===== src/rtl/apb_req_arbiter.sv =====
// Two-requester round-robin front end for a single APB master port.
// Latches the winning request, pulses m_start, waits for m_stable or a timeout, then acks the winner.
module apb_req_arbiter #(
   parameter int DATA_W  = 8,
   parameter int ADDR_W  = 8,
   parameter int TIMEOUT = 16
) (
   input  logic              clk,
   input  logic              reset,
   input  logic              r0_req,
   input  logic              r0_write,
   input  logic [ADDR_W-1:0] r0_addr,
   input  logic [DATA_W-1:0] r0_wdata,
   input  logic [1:0]        r0_sel,
   output logic              r0_ack,
   output logic [DATA_W-1:0] r0_rdata,
   output logic              r0_err,
   input  logic              r1_req,
   input  logic              r1_write,
   input  logic [ADDR_W-1:0] r1_addr,
   input  logic [DATA_W-1:0] r1_wdata,
   input  logic [1:0]        r1_sel,
   output logic              r1_ack,
   output logic [DATA_W-1:0] r1_rdata,
   output logic              r1_err,
   output logic              m_start,
   output logic              m_write,
   output logic [ADDR_W-1:0] m_addr,
   output logic [DATA_W-1:0] m_wdata,
   output logic [1:0]        m_sel,
   input  logic              m_stable,
   input  logic [DATA_W-1:0] m_rdata,
   output logic              busy,
   output logic              grant_id
);

   // A zero TIMEOUT still needs a one-bit counter so the declarations stay legal.
   localparam int CNT_W = (TIMEOUT > 0) ? $clog2(TIMEOUT + 1) : 1;

   localparam logic [1:0] ST_IDLE  = 2'd0;
   localparam logic [1:0] ST_ISSUE = 2'd1;
   localparam logic [1:0] ST_WAIT  = 2'd2;
   localparam logic [1:0] ST_RESP  = 2'd3;

   logic [1:0]       state;
   logic             ptr;
   logic             err_q;
   logic [CNT_W-1:0] wait_cnt;
   logic             win;
   logic             timed_out;

   // ptr names the requester favoured when both ask in the same cycle.
   always_comb begin
      win = r1_req;
      if (r0_req && r1_req) begin
         win = ptr;
      end
   end

   assign timed_out = (TIMEOUT != 0) && (wait_cnt == CNT_W'(TIMEOUT - 1));

   always_ff @(posedge clk or posedge reset) begin
      if (reset) begin
         state    <= ST_IDLE;
         ptr      <= 1'b0;
         err_q    <= 1'b0;
         wait_cnt <= '0;
         grant_id <= 1'b0;
         m_write  <= 1'b0;
         m_addr   <= '0;
         m_wdata  <= '0;
         m_sel    <= '0;
         r0_rdata <= '0;
         r1_rdata <= '0;
      end else begin
         case (state)
            ST_IDLE: begin
               if (r0_req || r1_req) begin
                  grant_id <= win;
                  m_write  <= win ? r1_write : r0_write;
                  m_addr   <= win ? r1_addr  : r0_addr;
                  m_wdata  <= win ? r1_wdata : r0_wdata;
                  m_sel    <= win ? r1_sel   : r0_sel;
                  state    <= ST_ISSUE;
               end
            end
            ST_ISSUE: begin
               wait_cnt <= '0;
               err_q    <= 1'b0;
               state    <= ST_WAIT;
            end
            ST_WAIT: begin
               // A completion arriving on the final allowed cycle beats the timeout.
               if (m_stable) begin
                  if (!m_write) begin
                     if (grant_id) begin
                        r1_rdata <= m_rdata;
                     end else begin
                        r0_rdata <= m_rdata;
                     end
                  end
                  err_q <= 1'b0;
                  state <= ST_RESP;
               end else if (timed_out) begin
                  err_q <= 1'b1;
                  state <= ST_RESP;
               end else begin
                  wait_cnt <= wait_cnt + CNT_W'(1);
               end
            end
            default: begin
               ptr   <= ~grant_id;
               state <= ST_IDLE;
            end
         endcase
      end
   end

   assign m_start = (state == ST_ISSUE);
   assign busy    = (state != ST_IDLE);
   assign r0_ack  = (state == ST_RESP) && !grant_id;
   assign r1_ack  = (state == ST_RESP) &&  grant_id;
   assign r0_err  = r0_ack && err_q;
   assign r1_err  = r1_ack && err_q;

endmodule


===== config.mk =====
export PLATFORM = sky130hd
export DESIGN_NAME = apb_req_arbiter
export DESIGN_NICKNAME = d
export VERILOG_FILES = /design/src/rtl/apb_req_arbiter.sv
export SDC_FILE = /design/constraint.sdc
export NUM_CORES = 1
export LEC_CHECK = 0
export ABC_CLOCK_PERIOD_IN_PS = 4300
export CORE_MARGIN = 2
export CORE_UTILIZATION = 45
export DETAILED_ROUTE_END_ITERATION = 8
export GPL_ROUTABILITY_DRIVEN = 1
export HOLD_SLACK_MARGIN = 0.08
export PLACE_DENSITY_LB_ADDON = 0.1
export SYNTH_ARGS = -nofsm -noshare
export SYNTH_HDL_FRONTEND = slang
export SYNTH_SLANG_ARGS = --single-unit
export TNS_END_PERCENT = 20

===== constraint.sdc =====
create_clock -name clk -period 4.3 [get_ports clk]
set_input_delay 0.43 -clock clk [delete_from_list [all_inputs] [get_ports clk]]
set_output_delay 0.43 -clock clk [all_outputs]
set_load 0.005 [all_outputs]

* Word-level counts from Yosys, hierarchy flattened
Index checks and enable logic that the tools add are counted.
Widths: inputs -> output; s select.
** Storage, ports and cells
- Register bits :: 45
- Input bits :: 51
- Output and inout bits :: 42
- Word-level logic and storage cells :: 54
** Operators by class
- $add $sub $neg :: 1
- Eq/ne operators :: 8
- Muxes and demuxes :: 15
- Bitwise gates (word level) :: 2
- Reductions and logical operators :: 17
** Operators by type and width (number)
- $mux 8 :: 2
- $mux 5 :: 2
- $pmux 5 s2 :: 1
- $mux 2 :: 4
- $reduce_and 4->1 :: 2
- $ne 2x2->1 const B :: 3
- $pmux 2 s3 :: 1
- $reduce_and 2->1 :: 3
- $add 5x1->5 const B :: 1
- $eq 5x4->1 const B :: 1
- $logic_and 1x1->1 :: 5
- $eq 2x2->1 const B :: 2
- $mux 1 :: 4
- $reduce_bool 2->1 :: 2
- $ne 3x3->1 const B :: 1
- $reduce_and 3->1 :: 1
- $reduce_or 3->1 :: 1
- $eq 2x1->1 const B :: 1
- $logic_not 2->1 :: 1
- $not 1->1 :: 2
- $pmux 1 s2 :: 1
- $logic_not 1->1 :: 1
- $logic_or 1x1->1 :: 1

* Longest topological paths before layout
- Depth in word-level cells :: 4
- Mapped depth :: 6
- Depth with buffers taken out :: 6

* Worst setup path after synthesis
No wires, ideal clock.
- Path kind :: flip-flop to flip-flop
- Start :: reg wait_cnt[0]
- End :: reg wait_cnt[3]
- Library setup time :: 130 ps
- Arrival :: 1650 ps
- Required time :: 4170 ps
- Path slack :: 2519 ps
- Stages on the path, launching flop included :: 7
- Buffers on the path :: 0
- Clock period less this slack :: 1781 ps
- Cells stage by stage :: dfrtp_1 -> ha_1 -> and3_1 -> ha_1 -> or3b_2 -> o221ai_1 -> o31ai_1
** On the way
- Longest elaborated chain between the ends :: 4
- Elaborated cells between the ends (all ways) :: 7
- Those cells by class :: add/sub (1); eq/ne (2); mux (3); reduce/logical (1)
** RTL lines
- start: declaration :: RTL line 48 : logic [CNT_W-1:0] wait_cnt;
- start signal: assignment :: RTL line 108 : wait_cnt <= wait_cnt + CNT_W'(1);
- $add 5x1->5 :: RTL line 108
- $mux 5 :: RTL line 104 : end else if (timed_out) begin
- $mux 5 :: RTL line 94 : if (m_stable) begin
- $pmux 5 s2 :: RTL line 76 : case (state)
Parallel ways exist; a longest one is shown, timed or not. The select of a mux whose other input is x is not followed.
A chain may end at the register's enable or synchronous reset.

* Worst setup path in the final report
- Start :: in r1_req
- End :: reg m_wdata[5]
** On the way
- Longest elaborated chain between the ends :: 3
- Elaborated cells between the ends (all ways) :: 5
- Those cells by class :: mux (2); reduce/logical (3)
** RTL lines
- start: declaration :: RTL line 18 : input logic r1_req,
- $logic_and 1x1->1 :: RTL line 55 : if (r0_req && r1_req) begin
- $mux 1 :: RTL line 55
- $mux 8 :: RTL line 82 : m_wdata <= win ? r1_wdata : r0_wdata;
- end signal: assignment :: RTL line 82
- end: declaration :: RTL line 29 : output logic [DATA_W-1:0] m_wdata,
Parallel ways exist; a longest one is shown, timed or not.

==> impl_metrics.toml <==
[floorplan]
rows = 25
fp.dieW_um = 73.1
initial_utilization_pct = 46.0
io_pins = 93
core_um2 = 4660
die_height_um = 73.1
die_area_um2 = 5340

[timing]
max_slew_margin_pct = 17.4
skew_ns = 0.00919
final_max_slew_viol_count = 0
tightest_slew_ns = 1.24
worst_slack_ns = 1.66
period_minus_slack_ns = 2.64
fmax_mhz = 379
setup_viol = 0
hold_viol_final = 0
tns_ns = 0
period_share_pct = 61.4
rsz0062_at_grt = "false"

[detailed_routing]
drtPass1Iterations = 4
drt-total-wl_um = 5240
initialDrtViolationCount = 159
wl_per_cell_um = 15.2
remaining_drc_errors = 0
vias = 1865
antenna_left = 0
routed_via_density = 5.42

[layout]
final_common_cell = "clkdlybuf4s50_1"
n_antenna_cell = 0
nets = 346
final_area_um2 = 3220
most-common-layout-cells = "92 x clkdlybuf4s50_1, 45 x dfrtp_1, 22 x o21ai_0, 22 x nor2_1, 21 x nand3_1"
drive_gt1_share_pct = 10.7
area_growth_pct = 49.9

[clock_tree]
post_cts_buffers = 0
cts.clk_slew.worst_paths_ns = 0.08
clk_latency_ns = 0.29
cts-buffers-inserted = 5
cts-htree-levels = 2
postCtsHoldBufs = 0
clockRootBuffer = "clkbuf_8"
clock_path_buffers = 2
cts_resized = 0
cts_tree = "built"
cts_sinks = 45

[power_and_ir_drop]
vdd_drop_max_uv = 395
p_leak_nw = 1.37
power_density_nw_per_um2 = 631

[worst_setup_path]
max_stage_delay_ns = 1.07
critPathLaunchType = "input pin"
rr_worst_depth = 5
crit_path_cell_trace = "clkdlybuf4s50_1 -> o21a_1 -> nor2_1 -> a31oi_1"
crit_fanout = 39
cp_top_family = "compound AO/OA/AOI/OAI gates"
cp.arrival_ns = 2.84
crit_required_ns = 4.50
critPathKind = "input pin to register"
r2r_end = "m_wdata[5]$_DFFE_PP0P_"
cp_num_buf_inv = 1
regToRegSetupSlack_ns = 2.19
critical-path-slowest-cell = "o21a_1"
end_kind = "register"
rr_startpoint = "state[0]$_DFFE_PP0P_"

[grt]
antenna_found_initial = 0
grt_pass1_wl_um = 8080
grt.total_usage_pct = 19.3
grt_max_degree = 46
grt_pass1_vias = 1765
grt-ovfl-total = 0

[synth]
synthCells = 202
async_flop_share_pct = 100
synth_cell_types = 33
synth_area_um2 = 2150
ys_ff_latch = 45
synthFlopType = "dfrtp_1"
synth-seq-area-share_pct = 52.5
yosys_warnings = 0
syn_avg_cell_area_um2 = 10.6
syn_nets = 259
synth-edff-count = 0

[place]
pre_cts_ws_ns = 1.40
dp_hpwl_um = 3710
dpl_cell_area_um2 = 3080
io_buffers = 92
gp_congestion = 0.745

[worst_hold_path]
min_path_cells = 1
min_to = "wait_cnt[3]$_DFFE_PP0P_"
hold_path.startpoint = "wait_cnt[3]$_DFFE_PP0P_"
min_path_type = "register to register"

[run_status]
status = "finished clean"

[run]
max_cap_violations = 0
[worst max path at each step]
stage	cells after the start	to	slack [ns]	from
3_5_place_dp	4	m_wdata[5]$_DFFE_PP0P_	1.40	r1_req
2_1_floorplan	6	wait_cnt[3]$_DFFE_PP0P_	2.52	wait_cnt[0]$_DFFE_PP0P_
5_1_grt	4	m_wdata[0]$_DFFE_PP0P_	1.48	r1_req
3_3_place_gp	3	grant_id$_DFFE_PP0P_	1.47	r1_req
6_report	4	m_wdata[5]$_DFFE_PP0P_	1.66	r1_req
4_1_cts	4	m_wdata[5]$_DFFE_PP0P_	1.71	r1_req
[per-stage QoR]
| step | power (mW) | hold slack, ns | utilization (%) | instances |
|---|---|---|---|---|
| 6_report | 2.03 | 0.500 | 69.0 | 344 |
| 5_1_grt | 2.16 | 0.505 | 69.0 | 344 |
| 4_1_cts | 2.05 | 0.500 | 69.0 | 344 |
| 3_5_place_dp | 1.67 | 0.478 | 66.1 | 336 |
| 3_3_place_gp | 1.64 | 0.473 | 66.1 | 336 |
| 2_1_floorplan | 1.17 | 0.443 | - | 202 |
[synth_stat cells (2+ instances only)]
cell type	instances	area, um2
mux2i_1	2	20.0
ha_1	6	75.1
clkbuf_1	8	30.0
mux2_4	8	120
buf_2	3	15.0
dfrtp_1	45	1130
and2_1	2	12.5
o21ai_0	22	110
a22o_1	2	17.5
nor2b_1	3	18.8
o2bb2ai_1	2	17.5
mux2_2	9	101
a31oi_1	19	119
nand3_1	21	105
inv_1	10	37.5
and3_1	2	12.5
nor2_1	22	82.6
[flip-flops by register name, summed over array words and instances, names as in the netlist]
signal / flops
grant_id: 1
m_sel: 2
m_write: 1
state: 2
m_addr: 8
r1_rdata: 8
wait_cnt: 5
ptr: 1
m_wdata: 8
r0_rdata: 8
err_q: 1
[layer usage]
layer	global-route usage [%]	vias up	wire length (um)	share of wire (%)
met5	0	-	0	0
met4	7.41	0	37	0.71
met3	3.87	4	278	5.3
met2	31.5	63	2560	49
met1	25.2	903	2370	45
li1	-	895	-	-
[cell families (layout without fill, tap and decap cells)]
kind of cell | Yosys count | in the layout | share of synthesized area, %
mux | 19 | 19 | 11.3
compound gates | 51 | 51 | 14.6
simple gates | 58 | 58 | 13.6
flops | 45 | 45 | 52.5
fa+ha+maj | 6 | 6 | 3.50
buf+inv | 23 | 111 | 4.55
[layout make-up]
cell class                      instances  area, um2
Multi-Input combinational cell        134        922
Timing Repair Buffer                   93        928
Fill cell                             364       1450
Sequential cell                        45       1130
Clock inverter                          3       65.1
Tap cell                               54       67.6
Inverter                               10       37.5
Clock buffer                            5       68.8
[where the power goes]
group          switching (mW)  internal, mW  total (mW)
sequential              0.114         0.612       0.726
combinational           0.366         0.567       0.933
clock                   0.138         0.231       0.369
Power figures use the tool's default switching activity.
